===== src/rtl/instr_fetch_unit.sv =====
// Instruction-fetch stage of the multicycle RV32 core.
// Runs one req/gnt/rvalid transaction per fetch and reports faults.
module instr_fetch_unit #(
    parameter int unsigned TIMEOUT_CYCLES = 64,
    parameter logic [31:0] NOP_INSTR = 32'h00000013
) (
    input  logic        clk,
    input  logic        reset,
    input  logic        fetch_req_i,
    input  logic [31:0] fetch_pc_i,
    input  logic        flush_i,
    output logic        fetch_done_o,
    output logic [31:0] instr_o,
    output logic [31:0] fetch_pc_o,
    output logic        fault_o,
    output logic [1:0]  fault_cause_o,
    output logic        imem_req_o,
    output logic [31:0] imem_addr_o,
    input  logic        imem_gnt_i,
    input  logic        imem_rvalid_i,
    input  logic [31:0] imem_rdata_i,
    input  logic        imem_err_i
);

    localparam int unsigned CW = $clog2(TIMEOUT_CYCLES + 1);
    localparam logic [CW-1:0] CNT_LAST = CW'(TIMEOUT_CYCLES - 1);
    localparam logic [CW-1:0] CNT_MAX = CW'(TIMEOUT_CYCLES);

    localparam logic [2:0] IDLE  = 3'd0;
    localparam logic [2:0] REQ   = 3'd1;
    localparam logic [2:0] WAIT  = 3'd2;
    localparam logic [2:0] DONE  = 3'd3;
    localparam logic [2:0] DRAIN = 3'd4;

    localparam logic [1:0] C_NONE = 2'd0;
    localparam logic [1:0] C_MIS  = 2'd1;
    localparam logic [1:0] C_BUS  = 2'd2;
    localparam logic [1:0] C_TMO  = 2'd3;

    logic [2:0]    state, state_n;
    logic [31:0]   pc, pc_n;
    logic [CW-1:0] cnt, cnt_n, cnt_inc;
    logic          drain, drain_n;
    logic          req, req_n;
    logic          fin;
    logic [1:0]    cause_n;
    logic [31:0]   data_n;
    logic          expired;

    assign cnt_inc = (cnt == CNT_MAX) ? cnt : cnt + 1'b1;
    assign expired = (cnt == CNT_LAST);

    always_comb begin
        state_n = state;
        pc_n    = pc;
        cnt_n   = cnt;
        drain_n = drain;
        req_n   = req;
        fin     = 1'b0;
        cause_n = C_NONE;
        data_n  = NOP_INSTR;
        case (state)
            IDLE: begin
                cnt_n   = '0;
                drain_n = 1'b0;
                if (fetch_req_i && !flush_i) begin
                    pc_n = fetch_pc_i;
                    if (fetch_pc_i[1:0] != 2'b00) begin
                        fin     = 1'b1;
                        cause_n = C_MIS;
                    end else begin
                        state_n = REQ;
                        req_n   = 1'b1;
                    end
                end
            end
            REQ: begin
                cnt_n = cnt_inc;
                if (flush_i) begin
                    req_n = 1'b0;
                    if (imem_gnt_i && !imem_rvalid_i)
                        state_n = DRAIN;
                    else
                        state_n = IDLE;
                end else if (imem_gnt_i && imem_rvalid_i) begin
                    fin = 1'b1;
                    if (imem_err_i) cause_n = C_BUS;
                    else data_n = imem_rdata_i;
                end else if (expired) begin
                    fin     = 1'b1;
                    cause_n = C_TMO;
                    drain_n = imem_gnt_i;
                end else if (imem_gnt_i) begin
                    state_n = WAIT;
                    req_n   = 1'b0;
                end
            end
            WAIT: begin
                cnt_n = cnt_inc;
                if (flush_i) begin
                    state_n = imem_rvalid_i ? IDLE : DRAIN;
                end else if (imem_rvalid_i) begin
                    fin = 1'b1;
                    if (imem_err_i) cause_n = C_BUS;
                    else data_n = imem_rdata_i;
                end else if (expired) begin
                    fin     = 1'b1;
                    cause_n = C_TMO;
                    drain_n = 1'b1;
                end
            end
            DONE: begin
                state_n = drain ? DRAIN : IDLE;
                drain_n = 1'b0;
            end
            DRAIN: begin
                if (imem_rvalid_i) state_n = IDLE;
            end
            default: begin
                state_n = IDLE;
                req_n   = 1'b0;
            end
        endcase
        // Completion always passes through DONE and drops the request.
        if (fin) begin
            state_n = DONE;
            req_n   = 1'b0;
        end
    end

    always_ff @(posedge clk or posedge reset) begin
        if (reset) begin
            state         <= IDLE;
            pc            <= '0;
            cnt           <= '0;
            drain         <= 1'b0;
            req           <= 1'b0;
            fetch_done_o  <= 1'b0;
            instr_o       <= NOP_INSTR;
            fetch_pc_o    <= '0;
            fault_o       <= 1'b0;
            fault_cause_o <= C_NONE;
        end else begin
            state        <= state_n;
            pc           <= pc_n;
            cnt          <= cnt_n;
            drain        <= drain_n;
            req          <= req_n;
            fetch_done_o <= fin;
            if (fin) begin
                instr_o       <= data_n;
                fetch_pc_o    <= pc_n;
                fault_o       <= (cause_n != C_NONE);
                fault_cause_o <= cause_n;
            end
        end
    end

    assign imem_req_o  = req;
    assign imem_addr_o = pc;

endmodule


===== config.mk =====
export PLATFORM = sky130hd
export DESIGN_NAME = instr_fetch_unit
export DESIGN_NICKNAME = d
export VERILOG_FILES = /design/src/rtl/instr_fetch_unit.sv
export SDC_FILE = /design/constraint.sdc
export NUM_CORES = 1
export LEC_CHECK = 0
export ABC_AREA = 0
export ABC_CLOCK_PERIOD_IN_PS = 3200
export CAP_MARGIN = 20
export CORE_UTILIZATION = 38
export DETAILED_ROUTE_END_ITERATION = 16
export GPL_ROUTABILITY_DRIVEN = 1
export PLACE_DENSITY = 0.85
export SYNTH_ARGS = -nofsm -noshare
export SYNTH_HDL_FRONTEND = slang
export SYNTH_SLANG_ARGS = --single-unit
export TNS_END_PERCENT = 1

===== constraint.sdc =====
create_clock -name clk -period 3.2 [get_ports clk]
set_input_delay 0.48 -clock clk [delete_from_list [all_inputs] [get_ports clk]]
set_output_delay 0.48 -clock clk [all_outputs]
set_load 0.1 [all_outputs]

==> flow_summary_export.csv <==
group,metric,value,unit
run_status,status,"finished, violations left",
run_status,violations,"DRC",
floorplanning,fp.dieW,112.1,um
timing,max_freq,416.6,MHz
floorplanning,pin_count,172,
timing,hold_violations,0,
clock_tree,cts_buffers,9,
detailed_routing,drtIter0Drc,124,
final_layout,diodes,0,
global_route,grt_pass1_wl,18310,um
clock_tree,postCtsSetupRepairBufs,0,
floorplanning,num_rows,39,
synthesis,ys_async_sr_fraction,100.0,%
synthesis,synth_ff_type,"dfrtp_1",
place,port_buffers,171,
synthesis,avgSynthCellArea,14.35,sq um
worst_setup_path,r2r-start,"state[0]$_DFFE_PP0P_",
detailed_routing,routed_via_density,5.169,
worst_setup_path,endpoint_kind,"flop",
timing,worst_pin_slew,1.004,ns
detailed_routing,drt_pass1_iterations,11,
worst_setup_path,worst-path-max-fanout,37,
detailed_routing,drc_errors,8,
worst_setup_path,reg2reg_depth,5,
floorplanning,start_util,39.66,%
final_layout,fillers,960,
detailed_routing,wirelength,11320,um
min_path,hold_path.class,"primary input to async pin",
clock_tree,max-clock-path-buffers,2,
synthesis,synth-seq-cells,112,
synthesis,synth_top_family_by_area,"multiplexers",
timing,clock_skew,0.007513,ns
synthesis,synth-adder-area-share,0.7607,%
timing,finalMaxSlewViolations,0,
clock_tree,worstSkewPairLatency,0.35,ns
worst_setup_path,required,3.44,ns
floorplanning,dieHeight,112.1,um
synthesis,synth_xor_area_share,0.3803,%
floorplanning,die_area,12560,sq um
worst_setup_path,r2r_slack,0.83,ns
final_layout,stdcell_area,6644,sq um
clock_tree,cts.clk_slew.worst_paths,0.07,ns
global_route,grt_max_degree,68,
detailed_routing,avgRoutedWirePerCell,17.72,um
timing,finalCritPeriodShare,75.02,%
place,placed_cell_area,6387,sq um
synthesis,synthSimpleGateAreaFrac,5.515,%
worst_setup_path,r2r-end,"fetch_pc_o[13]$_DFFE_PP0P_",
timing,tns,0,ns
worst_setup_path,worstSetupPathType,"primary input to flop",
place,dpl.hpwl,8094,um
timing,finalSetupViolations,0,
final_layout,seqCellArea,2806,sq um
final_layout,multi_input_area,1680,sq um
detailed_routing,drtAntennaViolNets,0,
detailed_routing,via_count,3303,
synthesis,yosysSeqAreaShare,60.93,%
synthesis,syn-cell-area,4606,sq um
global_route,grt_pass1_vias,3612,
timing,relSlewSlack,32.84,%
clock_tree,cts-root-buf,"clkbuf_16",
synthesis,synth_edf_count,0,
worst_setup_path,cp-start-kind,"primary input",
final_layout,syn2layout_area_growth,44.25,%
synthesis,synthCells,321,
global_route,antenna_found_initial,0,
timing,finalCriticalPeriod,2.401,ns
synthesis,synth_nets,394,
clock_tree,cts.sink_count,112,
worst_setup_path,arrival,2.64,ns
timing,rsz0062_at_grt,"false",
clock_tree,htreeDepth,3,
synthesis,synthMuxAreaShare,17.22,%
final_layout,drive_gt1_share,22.78,%
final_layout,fin_util,57.21,%
floorplanning,core_area,11610,sq um
clock_tree,hold_buffers,0,
clock_tree,cts.repair.resized,0,
synthesis,synth_compound_area_share,12.44,%
global_route,grtUsageTotal,18.77,%
place,gp_congestion,0.9045,
global_route,overflow,0,
final_layout,fin_nets,565,
clock_tree,cts_tree,"built",
run,maxCapViolations,0,
synthesis,synth_cell_types,54,
synthesis,yosys_warnings,0,
area by class of cell:
type | count | area share, %
clock buffer | 12 | 3.559
clock inverter | 3 | 0.3013
inverter | 9 | 0.6026
multi-input combinational | 184 | 25.29
sequential | 112 | 42.24
tap | 143 | 2.693
timing repair buffer | 176 | 25.31
Yosys cell counts, drive strengths merged (4+ instances only):
| library cell | instances | area [sq um] |
|---|---|---|
| dfrtp | 109 | 2728 |
| mux2 | 64 | 773.2 |
| a22o | 30 | 262.8 |
| buf | 9 | 63.81 |
| inv | 9 | 36.29 |
| nand2 | 8 | 30.03 |
| a21oi | 7 | 35.03 |
| clkbuf | 7 | 26.28 |
| nor2 | 6 | 22.52 |
| o21ai | 6 | 30.03 |
| nand2b | 5 | 31.28 |
| nand3 | 4 | 20.02 |
| nor2b | 4 | 25.02 |
cell families (layout without fill, tap and decap cells):
| kind of cell | after synthesis | after routing |
|---|---|---|
| XOR/XNOR | 2 | 2 |
| multiplexers | 66 | 66 |
| flip-flops | 112 | 112 |
| AND/OR/NAND/NOR | 43 | 43 |
| AO/OA/AOI/OAI | 70 | 70 |
| adder cells (fa/ha/maj) | 3 | 3 |
| buffers and inverters | 25 | 200 |
how the worst max path moves through the flow:
stage | from | to | slack, ns | cells after the start
2_1_floorplan | state[0]$_DFFE_PP0P_ | fetch_pc_o[10]$_DFFE_PP0P_ | 1.20 | 7
3_3_place_gp | flush_i | fetch_pc_o[15]$_DFFE_PP0P_ | 0.53 | 6
3_5_place_dp | flush_i | fetch_pc_o[13]$_DFFE_PP0P_ | 0.45 | 6
4_1_cts | flush_i | fetch_pc_o[13]$_DFFE_PP0P_ | 0.81 | 6
5_1_grt | state[0]$_DFFE_PP0P_ | fetch_pc_o[20]$_DFFE_PP0P_ | 0.70 | 5
6_report | flush_i | fetch_pc_o[13]$_DFFE_PP0P_ | 0.80 | 6
per-layer routing:
layer	wire length (um)	global-route usage [%]	vias to the layer above
met5	0	0	-
met4	280	8.089	0
met1	4460	21.75	1652
met2	5766	32.05	108
met3	814	5.994	18
li1	-	-	1525
state kept, by name, summed over array words and instances, names as in the netlist:
signal         cells
imem_req_o         1
imem_addr_o       32
fault_cause_o      2
state              3
fetch_done_o       1
fault_o            1
instr_o           32
cnt                7
fetch_pc_o        32
drain              1
stage by stage:
step                std cells  hold WS (ns)  setup slack [ns]
CTS                       639        0.4700            0.8058
finish                    639        0.4643            0.7993
global route              639        0.4831            0.7036
detailed placement        624        0.4740            0.4480
floorplan                 321        0.5032             1.197
global placement          624        0.4649            0.5339
cell usage in the layout, fill, tap and decap left out, drive strengths merged, types with 3 or more instances in the layout:
| master | n |
|---|---|
| buf | 37 |
| clkinvlp | 3 |
| a21o | 3 |
| nor2 | 6 |
| dfstp | 3 |
| clkbuf | 12 |
| nor2b | 4 |
| nand2 | 8 |
| nand3 | 4 |
| dfrtp | 109 |
| o21ai | 6 |
| a21oi | 7 |
| o32a | 3 |
| inv | 8 |
| a22o | 30 |
| mux2 | 64 |
| clkdlybuf4s50 | 139 |
| nand2b | 5 |
critical path: stages:
cell             delay [ns]
clkdlybuf4s50_1        0.56
nor2_1                 0.41
and2_4                 0.26
a221oi_4               0.08
inv_4                  0.44
mux2_2                 0.40
Power is not shown: default switching activity piles up to over one toggle a cycle in this logic, so the estimate is an artifact.
